### src/rtl/multicycle_controller.sv
// multicycle_controller: control FSM for a small accumulator machine.
// Sequences FETCH/DECODE/EXEC, raises datapath strobes combinationally and
// guards every memory wait with a timeout that parks the machine in HALT.
// Optional feature: define MCCTRL_INSTR_CNT_EN to add the instr_cnt output
// (retired-instruction counter, wraps modulo 2^CNT_W).
module multicycle_controller #(
   parameter int DATA_W      = 16,
   parameter int TMO_W       = 8,
   parameter int MEM_TIMEOUT = 200,
   parameter int CNT_W       = 32
) (
   input  logic              clk,
   input  logic              reset,
   input  logic              start,
   input  logic [2:0]        opcode,
   input  logic [DATA_W-1:0] ac,
   input  logic              mem_ack,
   output logic              rd_mem,
   output logic              wr_mem,
   output logic              addr_sel,
   output logic              ld_ir,
   output logic              ld_pc,
   output logic              pc_src,
   output logic              ac_src,
   output logic              ld_ac,
   output logic              ld_imm,
   output logic              alu_add,
   output logic              alu_sub,
   output logic              halted,
   output logic              mem_err,
`ifdef MCCTRL_INSTR_CNT_EN
   output logic [CNT_W-1:0]  instr_cnt,
`endif
   output logic [2:0]        state
);

   typedef enum logic [2:0] {
      S_IDLE   = 3'd0,
      S_FETCH  = 3'd1,
      S_DECODE = 3'd2,
      S_EXEC   = 3'd3,
      S_HALT   = 3'd4
   } state_t;

   localparam logic [2:0] OP_LDA = 3'b000;
   localparam logic [2:0] OP_STA = 3'b001;
   localparam logic [2:0] OP_ADD = 3'b010;
   localparam logic [2:0] OP_SUB = 3'b011;
   localparam logic [2:0] OP_JMP = 3'b100;
   localparam logic [2:0] OP_JEZ = 3'b101;
   localparam logic [2:0] OP_LDI = 3'b110;
   localparam logic [2:0] OP_HLT = 3'b111;

   state_t           r_state;
   state_t           w_next;
   logic [TMO_W-1:0] r_tmo;
   logic             r_mem_err;
   logic             w_wait;
   logic             w_tmo_hit;
   logic             w_retire;

   logic w_rd, w_wr, w_addr_sel, w_ld_ir, w_ld_pc, w_pc_src;
   logic w_ac_src, w_ld_ac, w_ld_imm, w_add, w_sub, w_halted;

   // Memory waits: FETCH and the EXEC of the four memory opcodes (opcode[2]==0).
   assign w_wait    = (r_state == S_FETCH) || ((r_state == S_EXEC) && !opcode[2]);
   // Ack wins over an expiring timer, so the hit requires no ack this cycle.
   assign w_tmo_hit = (MEM_TIMEOUT != 0) && w_wait && !mem_ack &&
                      (r_tmo == TMO_W'(MEM_TIMEOUT - 1));

   // State register.
   always_ff @(posedge clk) begin
      if (reset) r_state <= S_IDLE;
      else       r_state <= w_next;
   end

   // Next-state and strobe decode from state, opcode, ac and mem_ack.
   always_comb begin
      w_next     = r_state;
      w_rd       = 1'b0;
      w_wr       = 1'b0;
      w_addr_sel = 1'b0;
      w_ld_ir    = 1'b0;
      w_ld_pc    = 1'b0;
      w_pc_src   = 1'b0;
      w_ac_src   = 1'b0;
      w_ld_ac    = 1'b0;
      w_ld_imm   = 1'b0;
      w_add      = 1'b0;
      w_sub      = 1'b0;
      w_halted   = 1'b0;
      case (r_state)
         S_IDLE: begin
            if (start) w_next = S_FETCH;
         end
         S_FETCH: begin
            w_rd = !w_tmo_hit;
            if (mem_ack) begin
               w_ld_ir = 1'b1;
               w_next  = S_DECODE;
            end else if (w_tmo_hit) begin
               w_next = S_HALT;
            end
         end
         S_DECODE: begin
            if (opcode == OP_HLT) begin
               w_next = S_HALT;
            end else begin
               w_ld_pc = 1'b1;
               w_next  = S_EXEC;
            end
         end
         S_EXEC: begin
            case (opcode)
               OP_LDA, OP_STA, OP_ADD, OP_SUB: begin
                  w_addr_sel = 1'b1;
                  w_rd       = !w_tmo_hit && (opcode != OP_STA);
                  w_wr       = !w_tmo_hit && (opcode == OP_STA);
                  if (mem_ack) begin
                     w_ac_src = (opcode == OP_LDA);
                     w_add    = (opcode == OP_ADD);
                     w_sub    = (opcode == OP_SUB);
                     w_ld_ac  = (opcode != OP_STA);
                     w_next   = S_FETCH;
                  end else if (w_tmo_hit) begin
                     w_next = S_HALT;
                  end
               end
               OP_JMP: begin
                  w_ld_pc  = 1'b1;
                  w_pc_src = 1'b1;
                  w_next   = S_FETCH;
               end
               OP_JEZ: begin
                  w_ld_pc  = (ac == '0);
                  w_pc_src = (ac == '0);
                  w_next   = S_FETCH;
               end
               OP_LDI: begin
                  w_ld_imm = 1'b1;
                  w_ld_ac  = 1'b1;
                  w_next   = S_FETCH;
               end
               default: w_next = S_FETCH; // HLT never reaches EXEC
            endcase
         end
         S_HALT: begin
            w_halted = 1'b1;
            if (start) w_next = S_FETCH;
         end
         default: w_next = S_IDLE;
      endcase
   end

   // Instruction retires on EXEC->FETCH and on DECODE->HALT (HLT).
   assign w_retire = ((r_state == S_EXEC) && (w_next == S_FETCH)) ||
                     ((r_state == S_DECODE) && (w_next == S_HALT));

   // Wait-cycle counter: counts unacked wait cycles, zero outside a wait.
   always_ff @(posedge clk) begin
      if (reset)                               r_tmo <= '0;
      else if (w_wait && !mem_ack && !w_tmo_hit) r_tmo <= r_tmo + 1'b1;
      else                                     r_tmo <= '0;
   end

   // Sticky timeout flag, cleared when start resumes from HALT.
   always_ff @(posedge clk) begin
      if (reset)                             r_mem_err <= 1'b0;
      else if (w_tmo_hit)                    r_mem_err <= 1'b1;
      else if ((r_state == S_HALT) && start) r_mem_err <= 1'b0;
   end

`ifdef MCCTRL_INSTR_CNT_EN
   logic [CNT_W-1:0] r_icnt;

   // Retired-instruction counter, wraps naturally.
   always_ff @(posedge clk) begin
      if (reset)         r_icnt <= '0;
      else if (w_retire) r_icnt <= r_icnt + 1'b1;
   end

   assign instr_cnt = reset ? '0 : r_icnt;
`else
   logic w_unused_retire;
   assign w_unused_retire = w_retire;
`endif

   // Outputs are forced low while reset is asserted, even before the edge.
   assign rd_mem   = w_rd       & ~reset;
   assign wr_mem   = w_wr       & ~reset;
   assign addr_sel = w_addr_sel & ~reset;
   assign ld_ir    = w_ld_ir    & ~reset;
   assign ld_pc    = w_ld_pc    & ~reset;
   assign pc_src   = w_pc_src   & ~reset;
   assign ac_src   = w_ac_src   & ~reset;
   assign ld_ac    = w_ld_ac    & ~reset;
   assign ld_imm   = w_ld_imm   & ~reset;
   assign alu_add  = w_add      & ~reset;
   assign alu_sub  = w_sub      & ~reset;
   assign halted   = w_halted   & ~reset;
   assign mem_err  = r_mem_err  & ~reset;
   assign state    = reset ? 3'd0 : r_state;

endmodule

### config.mk
export PLATFORM = sky130hd
export DESIGN_NAME = multicycle_controller
export DESIGN_NICKNAME = d
export VERILOG_FILES = /design/src/rtl/multicycle_controller.sv
export SDC_FILE = /design/constraint.sdc
export NUM_CORES = 1
export LEC_CHECK = 0
export CORE_MARGIN = 3
export CORE_UTILIZATION = 30
export DETAILED_ROUTE_END_ITERATION = 8
export GPL_TIMING_DRIVEN = 0
export PLACE_DENSITY = 0.73
export SYNTH_ARGS = -nofsm -noshare
export SYNTH_HDL_FRONTEND = slang
export SYNTH_SLANG_ARGS = --single-unit
### constraint.sdc
create_clock -name clk -period 1.95 [get_ports clk]
set_input_delay 0.39 -clock clk [delete_from_list [all_inputs] [get_ports clk]]
set_output_delay 0.39 -clock clk [all_outputs]
set_load 0.01 [all_outputs]
* Yosys cells after proc, flatten, opt, wreduce, memory -nomap -nowiden *
Cells that the tools add are included.

cells by class
  add/subtract/negate cells = 1
  equality and inequality tests = 14
  mux-type cells = 37
  bitwise logic cells = 15
  reductions and logical operators = 18

operators by type and width
  kind                                                              count
  1-bit two-way mux                                                 25
  3-bit two-way mux                                                 7
  16-bit logical NOT                                                1
  3-bit == test (second input constant)                             5
  1-bit bitwise AND                                                 13
  3-bit by 2-bit == test with 1-bit output (second input constant)  4
  3-bit one-hot mux with 4 select lines                             1
  8-bit by 1-bit adder with 8-bit output (second input constant)    1
  8-bit == test (second input constant)                             1
  1-bit one-hot mux with 2 select lines                             4
  1-bit logical AND                                                 7
  3-bit by 1-bit == test with 1-bit output (second input constant)  2
  3-bit logical NOT                                                 2
  2-bit OR reduction                                                2
  4-bit OR reduction                                                1
  1-bit logical NOT                                                 3
  3-bit by 1-bit != test with 1-bit output (second input constant)  1
  2-bit by 1-bit != test with 1-bit output (second input constant)  1
  1-bit NOT                                                         2
  2-bit nonzero test                                                1
  1-bit logical OR                                                  1

storage, ports and cells
  bits in registers = 12
  input bits = 23
  logic and storage cells = 88

* Logic depth before layout (Yosys ltp) *
Gate-level depths: netlist of run 1.

  depth in word-level cells = 10
  mapped depth = 6
  mapped depth without buffers = 5

* Worst setup path after synthesis of run 1 *
No wires, ideal clock.

  path type = input-to-output
  start = input ac[2]
  end = output ld_pc
  arrival time = 1.392 ns
  setup slack = 0.168 ns
  stages on the path = 4
  buffers on the path = 0
  cell sequence = nor4_1 > nand4_1 > a211oi_1 > a31o_2

between the ends
  cells in the longest elaborated chain, start to end = 4

ends and longest elaborated chain
  item                                   RTL line  text
  start: declaration                     16        input logic [DATA_W-1:0] ac,
  16-bit logical NOT                     135       w_ld_pc = (ac == '0);
  1-bit one-hot mux with 2 select lines  114       case (opcode)
  1-bit one-hot mux with 2 select lines  92        case (r_state)
  1-bit bitwise AND                      193       assign ld_pc = w_ld_pc & ~reset;
  end: declaration                       22        output logic ld_pc,

No other way between the ends.

* Final worst setup path of run 1 *
  start = register r_tmo[1]
  end = output wr_mem

between the ends
  cells in the longest elaborated chain, start to end = 7

ends and longest elaborated chain
  item                      RTL line  text
  start: declaration        56        logic [TMO_W-1:0] r_tmo;
  start signal: assignment  162       else if (w_wait && !mem_ack && !w_tmo_hit) r_tmo <= r_tmo + 1'b1;
  8-bit == test             69        (r_tmo == TMO_W'(MEM_TIMEOUT - 1));
  1-bit logical AND         68        assign w_tmo_hit = (MEM_TIMEOUT != 0) && w_wait && !mem_ack &&
  1-bit logical NOT         118       w_wr = !w_tmo_hit && (opcode == OP_STA);
  1-bit logical AND         118
  1-bit two-way mux         114
  1-bit two-way mux         92
  1-bit bitwise AND         190       assign wr_mem = w_wr & ~reset;
  end: declaration          19        output logic wr_mem,

No other way between the ends.

==> impl_metrics.prom, run 1 <==
# TYPE chip_impl_metric gauge
chip_impl_metric{name="timing.critical_path.arrival",unit="ns"} 1.57
chip_impl_info{name="layout.cells.most_common_list",value="buf_4, nor2_1, clkbuf_2"} 1
chip_impl_info{name="failed_checks",value="setup timing"} 1
chip_impl_metric{name="fp.dieW",unit="µm"} 56.8
chip_impl_metric{name="insertedDiodeCount",unit=""} 0
chip_impl_metric{name="worst_slew_margin_rel",unit="%"} 78.7
chip_impl_metric{name="syn2layout_area_growth",unit="%"} 75.9
chip_impl_metric{name="buffer_ports.inserted",unit=""} 38
chip_impl_metric{name="syn_avg_cell_area",unit="µm²"} 7.51
chip_impl_metric{name="postLayoutCoreUtil",unit="%"} 58.7
chip_impl_info{name="hold_path.class",value="register to register"} 1
chip_impl_metric{name="synthDistinctLibCells",unit=""} 34
chip_impl_metric{name="grt_first_pass_wirelength",unit="mm"} 4.31
chip_impl_metric{name="die_height",unit="µm"} 56.8
chip_impl_metric{name="post_layout_nonfiller_instances",unit=""} 187
chip_impl_info{name="tritoncts",value="built"} 1
chip_impl_metric{name="fillerInstances",unit=""} 219
chip_impl_metric{name="overall_power",unit="mW"} 0.521
chip_impl_metric{name="fmax",unit="MHz"} 510
chip_impl_info{name="grt_setup_unrepaired",value="yes"} 1
chip_impl_metric{name="seq_area_frac_synth",unit="%"} 31.1
chip_impl_metric{name="place_hpwl",unit="mm"} 1.76
chip_impl_metric{name="drt-pass1-iter-count",unit=""} 4
chip_impl_metric{name="ys_seq_elements",unit=""} 12
chip_impl_metric{name="num_io_pins",unit=""} 39
chip_impl_metric{name="holdWs",unit="ns"} 0.457
chip_impl_metric{name="clk_pin_slew",unit="ns"} 0.07
chip_impl_metric{name="synth_largest_type_area_fraction",unit="%"} 31.1
chip_impl_metric{name="cts_buffers",unit=""} 3
chip_impl_metric{name="tns",unit="ns"} -0.00972
chip_impl_metric{name="cts_buffer_depth",unit=""} 2
chip_impl_metric{name="number_of_warning_messages_in_the_yosys_log",unit=""} 0
chip_impl_metric{name="gr-usage-all-layers",unit="%"} 16.6
chip_impl_metric{name="dpl-instance-area",unit="µm²"} 1190
chip_impl_metric{name="fraction_of_layout_instances_using_a_drive_strength_above_1",unit="%"} 40.3
chip_impl_metric{name="syn_area",unit="µm²"} 773
chip_impl_metric{name="routedWlPerCell",unit="µm"} 14.3
chip_impl_metric{name="placementRows",unit=""} 17
chip_impl_info{name="final_common_cell",value="buf_4"} 1
chip_impl_metric{name="place.gp.congestion",unit=""} 0.779
chip_impl_metric{name="drt.antenna.violating_nets",unit=""} 0
chip_impl_info{name="outcome",value="finished with violations"} 1
chip_impl_metric{name="report.final.slew_viol_count",unit=""} 0
chip_impl_metric{name="finalWirelength",unit="mm"} 2.68
chip_impl_metric{name="effective_utilization_at_floorplan",unit="%"} 33.4
chip_impl_metric{name="ir_worst_vdd",unit="mV"} 0.299
chip_impl_metric{name="drc_violation_count_after_routing",unit=""} 0
chip_impl_metric{name="crit_required",unit="ns"} 1.56
chip_impl_metric{name="multiInputGateArea",unit="µm²"} 613
chip_impl_metric{name="final_period_minus_worst_setup_slack",unit="ns"} 1.96
chip_impl_metric{name="maxCapViolations",unit=""} 0
chip_impl_info{name="netlist_top_cells_area",value="dfxtp_1, nor2_1, nand3_1, nand2_1, xnor2_1"} 1
chip_impl_metric{name="finalWorstSetupSlack",unit="ns"} -0.00972
chip_impl_info{name="worst_setup_path_end_kind",value="output port"} 1
chip_impl_metric{name="critical_path_maximum_fanout",unit=""} 2
chip_impl_metric{name="nNetsFinal",unit=""} 185
chip_impl_metric{name="powerDensity",unit="nW/µm²"} 383
chip_impl_metric{name="final_setup_fails",unit=""} 1
chip_impl_metric{name="post-route-period-util",unit="%"} 100
chip_impl_metric{name="holdBufCountCts",unit=""} 0
chip_impl_metric{name="cts-htree-levels",unit=""} 1
chip_impl_metric{name="global_route.overflow_total",unit=""} 0
chip_impl_metric{name="grt_start_max_net_pins",unit=""} 11
chip_impl_metric{name="route.vias.total",unit=""} 984
chip_impl_metric{name="insertion_delay",unit="ns"} 0.27
chip_impl_metric{name="final-hold-violation-count",unit=""} 0
chip_impl_metric{name="syn-instance-count",unit=""} 103
chip_impl_metric{name="worst_clock_skew",unit="ns"} 0.00749
chip_impl_metric{name="vias_in_the_first_global_route",unit=""} 981
chip_impl_metric{name="design_area",unit="µm²"} 1360
chip_impl_metric{name="clock_sinks",unit=""} 12
chip_impl_metric{name="pre_cts_slack",unit="ns"} -0.688
chip_impl_metric{name="synth_nets",unit=""} 127
chip_impl_info{name="root_buffer",value="clkbuf_4"} 1
chip_impl_metric{name="coreArea",unit="µm²"} 2320
chip_impl_metric{name="grt_antenna_before_repair",unit=""} 0
chip_impl_info{name="synth_area_leader",value="dfxtp_1"} 1
chip_impl_info{name="critPathLaunchType",value="register"} 1
chip_impl_metric{name="register_area",unit="µm²"} 251
chip_impl_metric{name="p_leak",unit="nW"} 0.575
chip_impl_metric{name="tightest_pin_transition",unit="ns"} 0.319
chip_impl_info{name="path_class",value="register to output port"} 1
chip_impl_metric{name="floorplan.die_area",unit="µm²"} 3220
chip_impl_metric{name="number_of_placed_instances_taps_included",unit=""} 169
chip_impl_metric{name="drt-initial-drc-count",unit=""} 21
chip_impl_metric{name="routed_via_density",unit=""} 5.26
-- registers in the layout, summed over array words and instances (netlist names) --
name / cells
r_mem_err: 1
r_tmo: 8
r_state: 3
-- cells in the mapped netlist, drive strengths merged --
cell     number
nand2         9
nand4bb       1
inv           2
xnor2         3
nor3b         3
nand3b        2
buf           3
nor2         16
a21oi         4
a31oi         4
nand2b        2
and3          2
and2b         2
clkbuf        1
o31ai         1
xor2          3
nand3         8
ha            1
a31o          1
or4           1
a211oi        1
o21ai         2
nor4          5
nor2b         4
and3b         1
a211o         1
and2          1
nand4         2
or3           1
nor3          4
dfxtp        12
-- worst max-delay path, cell delays in order (launching register included) --
cell	delay, ns
dfxtp_2	0.35
ha_4	0.13
nand4_1	0.13
nor4_4	0.21
nand3_1	0.15
and3b_1	0.19
buf_2	0.14
-- what timing repair did --
item,CTS,global route
gates resized for setup,73,43
pin swaps,12,10
setup endpoints to repair,16,9
setup buffers,9,7
-- power breakdown --
part	switching, mW	internal, mW	total (mW)
logic	0.0602	0.0628	0.123
clock network	0.0718	0.0713	0.143
registers	0.00698	0.248	0.255
total	0.139	0.382	0.521
-- final timing paths --
path / startpoint / end / slack (ns) / cells after the start
max reg2reg: r_tmo[1] / r_state[1] / 0.05 / 8
min reg2reg: r_mem_err / r_mem_err / 0.46 / 2
max: r_tmo[1] / wr_mem / -0.01 / 6
min: r_mem_err / r_mem_err / 0.46 / 2
-- per-layer routing --
| metal | GRT usage [%] | wire (µm) | vias to the layer above |
|---|---|---|---|
| met5 | 0 | 0 | - |
| met4 | 4.30 | 29 | 0 |
| met3 | 4.14 | 105 | 4 |
| met2 | 32.8 | 1530 | 31 |
| met1 | 17.0 | 1020 | 468 |
| li1 | - | - | 481 |
-- cell type report --
cell class	count	area share (%)
buffer	3	2.21
inverter	2	0.552
clock buffer	3	1.66
timing repair buffer	54	29.4
sequential	12	18.5
multi-input combinational	85	45.1
tap	28	2.58
-- cells by family (layout without fill, tap and decap cells) --
family / count (synthesis) / after routing / synth area share, %
flip-flops: 12 / 12 / 31.1
adder cells (fa/ha/maj): 1 / 1 / 1.62
XOR/XNOR: 6 / 6 / 6.80
AO/OA/AOI/OAI: 14 / 14 / 11.3
AND/OR/NAND/NOR: 64 / 64 / 45.0
buffers and inverters: 6 / 62 / 4.21
Note: power is estimated with default switching activity, not from simulation.
==> run 2, diff against run 1 <==
--- a/config.mk
+++ b/config.mk
@@ -5,11 +5,12 @@
 export SDC_FILE = /design/constraint.sdc
 export NUM_CORES = 1
 export LEC_CHECK = 0
+export ABC_AREA = 1
 export CORE_MARGIN = 3
 export CORE_UTILIZATION = 30
 export DETAILED_ROUTE_END_ITERATION = 8
 export GPL_TIMING_DRIVEN = 0
-export PLACE_DENSITY = 0.73
+export PLACE_DENSITY = 0.71
 export SYNTH_ARGS = -nofsm -noshare
 export SYNTH_HDL_FRONTEND = slang
 export SYNTH_SLANG_ARGS = --single-unit
==> run 2 against run 1 <==
- the run now ends clean
- sequential cell count unchanged
- fmax rose by 1.9%
- sequential share of layout area fell by 0.79 points
- final cell count is 20% higher
- synthesized area is 10% higher
- combinational power up 19%
- die area rose by 8.9%
- wire length down 4.9%
- non-clock buffer count shrank 6
- core utilization fell by 4.4 points
- count of clock-buffer cells in the layout rose by 1
==> impl_metrics.prom, run 2 <==
# TYPE chip_impl_metric gauge
chip_impl_info{name="crit_path_top_delay_cell",value="dfxtp_2"} 1
chip_impl_metric{name="syn_area",unit="µm²"} 851
chip_impl_metric{name="cellInternalPower",unit="mW"} 0.438
chip_impl_metric{name="gr-usage-all-layers",unit="%"} 14.3
chip_impl_metric{name="syn-instance-count",unit=""} 141
chip_impl_metric{name="timing.critical_path.arrival",unit="ns"} 1.53
chip_impl_metric{name="timing.critical_path.slowest_cell_delay",unit="ns"} 0.33
chip_impl_info{name="critical-path-top-delay-family",value="buffers and inverters"} 1
chip_impl_metric{name="path_buf_inv",unit=""} 3
chip_impl_info{name="largest-register",value="r_tmo"} 1
chip_impl_info{name="path_class",value="register to output port"} 1
chip_impl_metric{name="syn2layout_area_growth",unit="%"} 65.3
chip_impl_metric{name="reg2reg_setup_slack",unit="ns"} 0.51
chip_impl_metric{name="synth_largest_type_area_fraction",unit="%"} 28.2
chip_impl_metric{name="critical_path_maximum_fanout",unit=""} 4
chip_impl_metric{name="power_frac_comb",unit="%"} 24.0
chip_impl_metric{name="place.gp.congestion",unit=""} 0.818
chip_impl_metric{name="tns",unit="ns"} 0
chip_impl_metric{name="coreArea",unit="µm²"} 2590
chip_impl_metric{name="timing.critical_path.depth",unit=""} 7
chip_impl_info{name="synthMostInstantiatedCell",value="nor2_1"} 1
chip_impl_metric{name="synth_nets",unit=""} 165
chip_impl_metric{name="postSynth.asyncResetShare",unit="%"} 0
chip_impl_metric{name="tightest_pin_transition",unit="ns"} 0.255
chip_impl_info{name="top_regs",value="r_tmo (8), r_state (3), r_mem_err (1)"} 1
chip_impl_metric{name="grt_first_pass_wirelength",unit="mm"} 4.02
chip_impl_metric{name="crit_required",unit="ns"} 1.56
chip_impl_metric{name="insertion_delay",unit="ns"} 0.27
chip_impl_metric{name="buffer_ports.inserted",unit=""} 38
chip_impl_info{name="netlist_top_cells_area",value="dfxtp_1, nor2_1, nand2_1, inv_1, nand3_1"} 1
chip_impl_metric{name="syn_avg_cell_area",unit="µm²"} 6.03
chip_impl_info{name="critical_path.reg2reg.startpoint",value="r_state[2]"} 1
chip_impl_info{name="worst_hold_startpoint",value="r_tmo[7]"} 1
chip_impl_info{name="root_buffer",value="clkbuf_4"} 1
chip_impl_metric{name="number_of_warning_messages_in_the_yosys_log",unit=""} 0
chip_impl_info{name="final_common_cell",value="nor2_1"} 1
chip_impl_metric{name="synth_edf_count",unit=""} 0
chip_impl_metric{name="placementRows",unit=""} 18
chip_impl_metric{name="routedWlPerCell",unit="µm"} 11.3
chip_impl_metric{name="cts_buffer_depth",unit=""} 2
chip_impl_info{name="layout.cells.most_common_list",value="nor2_1, nand2_1, clkdlybuf4s50_1"} 1
chip_impl_info{name="cp-endpoint",value="ld_ac"} 1
chip_impl_metric{name="dpl-instance-area",unit="µm²"} 1270
chip_impl_metric{name="cts-htree-levels",unit=""} 1
chip_impl_metric{name="drt-initial-drc-count",unit=""} 45
chip_impl_metric{name="number_of_flip_flops_in_the_largest_register",unit=""} 8
chip_impl_metric{name="holdWs",unit="ns"} 0.521
chip_impl_metric{name="routed_via_density",unit=""} 4.72
chip_impl_metric{name="synthDistinctLibCells",unit=""} 25
chip_impl_metric{name="design_area",unit="µm²"} 1410
chip_impl_metric{name="route.vias.total",unit=""} 1061
chip_impl_info{name="worst_setup_path_end_kind",value="output port"} 1
chip_impl_metric{name="cts_buffers",unit=""} 3
chip_impl_metric{name="floorplan.die_area",unit="µm²"} 3510
chip_impl_metric{name="overall_power",unit="mW"} 0.607
chip_impl_metric{name="effective_utilization_at_floorplan",unit="%"} 32.9
chip_impl_info{name="regToRegEndpoint",value="r_state[2]"} 1
chip_impl_metric{name="power.sequential.fraction",unit="%"} 43.0
chip_impl_metric{name="clock_sinks",unit=""} 12
chip_impl_metric{name="final_setup_fails",unit=""} 0
chip_impl_metric{name="fraction_of_layout_instances_using_a_drive_strength_above_1",unit="%"} 23.6
chip_impl_metric{name="drt-pass1-iter-count",unit=""} 5
chip_impl_info{name="synth_flop_cell",value="dfxtp_1"} 1
chip_impl_metric{name="nNetsFinal",unit=""} 220
chip_impl_metric{name="finalWirelength",unit="mm"} 2.55
chip_impl_metric{name="fmax",unit="MHz"} 520
chip_impl_info{name="synth_top_cells_by_count",value="nor2_1, nand2_1, inv_1"} 1
chip_impl_metric{name="clk_pin_slew",unit="ns"} 0.08
chip_impl_metric{name="share_clk_of_total_power",unit="%"} 32.9
chip_impl_metric{name="die_height",unit="µm"} 59.3
chip_impl_metric{name="register_area",unit="µm²"} 249
chip_impl_metric{name="ir_worst_vdd",unit="mV"} 0.457
chip_impl_metric{name="final-hold-violation-count",unit=""} 0
chip_impl_metric{name="post-route-period-util",unit="%"} 98.7
chip_impl_metric{name="final_period_minus_worst_setup_slack",unit="ns"} 1.92
chip_impl_info{name="hold_path.class",value="register to register"} 1
chip_impl_info{name="worst_setup_path_startpoint",value="r_state[2]"} 1
chip_impl_metric{name="ys_seq_elements",unit=""} 12
chip_impl_info{name="outcome",value="complete, no violations"} 1
chip_impl_info{name="synth_area_leader",value="dfxtp_1"} 1
chip_impl_metric{name="global_route.overflow_total",unit=""} 0
chip_impl_metric{name="seq_area_frac_synth",unit="%"} 28.2
chip_impl_metric{name="drt.antenna.violating_nets",unit=""} 0
chip_impl_info{name="tritoncts",value="built"} 1
chip_impl_metric{name="grt_antenna_before_repair",unit=""} 0
chip_impl_metric{name="worst_slew_margin_rel",unit="%"} 82.9
chip_impl_metric{name="drc_violation_count_after_routing",unit=""} 0
chip_impl_metric{name="finalWorstSetupSlack",unit="ns"} 0.0259
chip_impl_metric{name="powerDensity",unit="nW/µm²"} 431
chip_impl_metric{name="insertedDiodeCount",unit=""} 0
chip_impl_metric{name="grt_start_max_net_pins",unit=""} 11
chip_impl_metric{name="switching_power_share_of_the_total",unit="%"} 27.8
chip_impl_metric{name="maxCapViolations",unit=""} 0
chip_impl_metric{name="pre_cts_slack",unit="ns"} -0.497
chip_impl_info{name="critPathLaunchType",value="register"} 1
chip_impl_metric{name="report.final.slew_viol_count",unit=""} 0
chip_impl_metric{name="fillerInstances",unit=""} 249
chip_impl_metric{name="place_hpwl",unit="mm"} 1.78
chip_impl_metric{name="fp.dieW",unit="µm"} 59.3
chip_impl_metric{name="vias_in_the_first_global_route",unit=""} 970
chip_impl_metric{name="power_switching",unit="mW"} 0.168
chip_impl_metric{name="p_leak",unit="nW"} 0.676
chip_impl_info{name="cell_by_cell_listing_of_the_critical_path",value="inv_2 > nand3_2 > nor3_4 > buf_4 > nand2_2 > o22ai_1 > clkdlybuf4s15_2"} 1
chip_impl_metric{name="num_io_pins",unit=""} 39
chip_impl_info{name="grt_setup_unrepaired",value="yes"} 1
chip_impl_metric{name="ff2ff_path_depth",unit=""} 12
chip_impl_metric{name="worst_clock_skew",unit="ns"} 0.00939
chip_impl_metric{name="multiInputGateArea",unit="µm²"} 561
## run 2: cell types whose count changed after synthesis, moves of 4 or more
cell | previous run | this run
nor2_1 | 16 | 40
nand2_1 | 9 | 28
inv_1 | 2 | 18
a31oi_1 | 4 | 0
nor2b_1 | 4 | 0
nor4_1 | 4 | 0
## run 2: cell families after synthesis
logic type	after synthesis	share of synthesized area (%)
AO/OA/AOI/OAI	11	7.35
AND/OR/NAND/NOR	93	50.4
buffers and inverters	21	9.41
flip-flops	12	28.2
XOR/XNOR	3	3.09
adder cells (fa/ha/maj)	1	1.47
## run 2: power by group through the flow
stage	combinational, mW	clock, mW	sequential [mW]
after floorplan	0.0672	0	0.264
after global placement	0.138	0	0.265
after detailed placement	0.141	0	0.265
after CTS	0.142	0.208	0.261
after global routing	0.160	0.219	0.262
final	0.146	0.200	0.261
## run 2: area by class of cell
class	instances	share of cell area, %
clock buffer	4	2.58
buffer	1	0.356
tap	30	2.67
multi-input combinational	108	39.9
inverter	20	5.34
sequential	12	17.7
timing repair buffer	50	31.5
## run 2: worst reg2reg max path, delay by kind of cell (launching register included)
| kind | cells | cell delay [ns] |
|---|---|---|
| flip-flops | 1 | 0.33 |
| buffers and inverters | 4 | 0.47 |
| AND/OR/NAND/NOR | 8 | 0.59 |
## run 2: through the flow
step | std cells | utilization (%)
final | 225 | 54.3
after global routing | 225 | 54.3
after CTS | 222 | 53.7
after detailed placement | 209 | 49.0
after global placement | 209 | 49.0
after floorplan | 141 | -
## run 2: worst min-delay path by stage
stage                     to  slack, ns  cells after the start
floorplan           r_tmo[0]       0.42                      1
global placement    r_tmo[0]       0.43                      1
detailed placement  r_tmo[0]       0.45                      1
CTS                 r_tmo[7]       0.51                      2
global route        r_tmo[7]       0.54                      2
finish              r_tmo[7]       0.52                      2
## run 2: repair_timing
item | in CTS | in global routing
hold buffers | 0 | 0
gates resized for setup | 37 | 11
setup endpoints to repair | 16 | 10
pin swaps | 5 | 4
setup buffers | 9 | 3
## run 2: metal layers
metal	track usage, %	part of all wire, %	up-vias
met4	3.24	0	0
li1	-	-	552
met3	3.70	8.7	0
met1	17.2	43	469
met5	0	0	-
met2	25.3	48	40
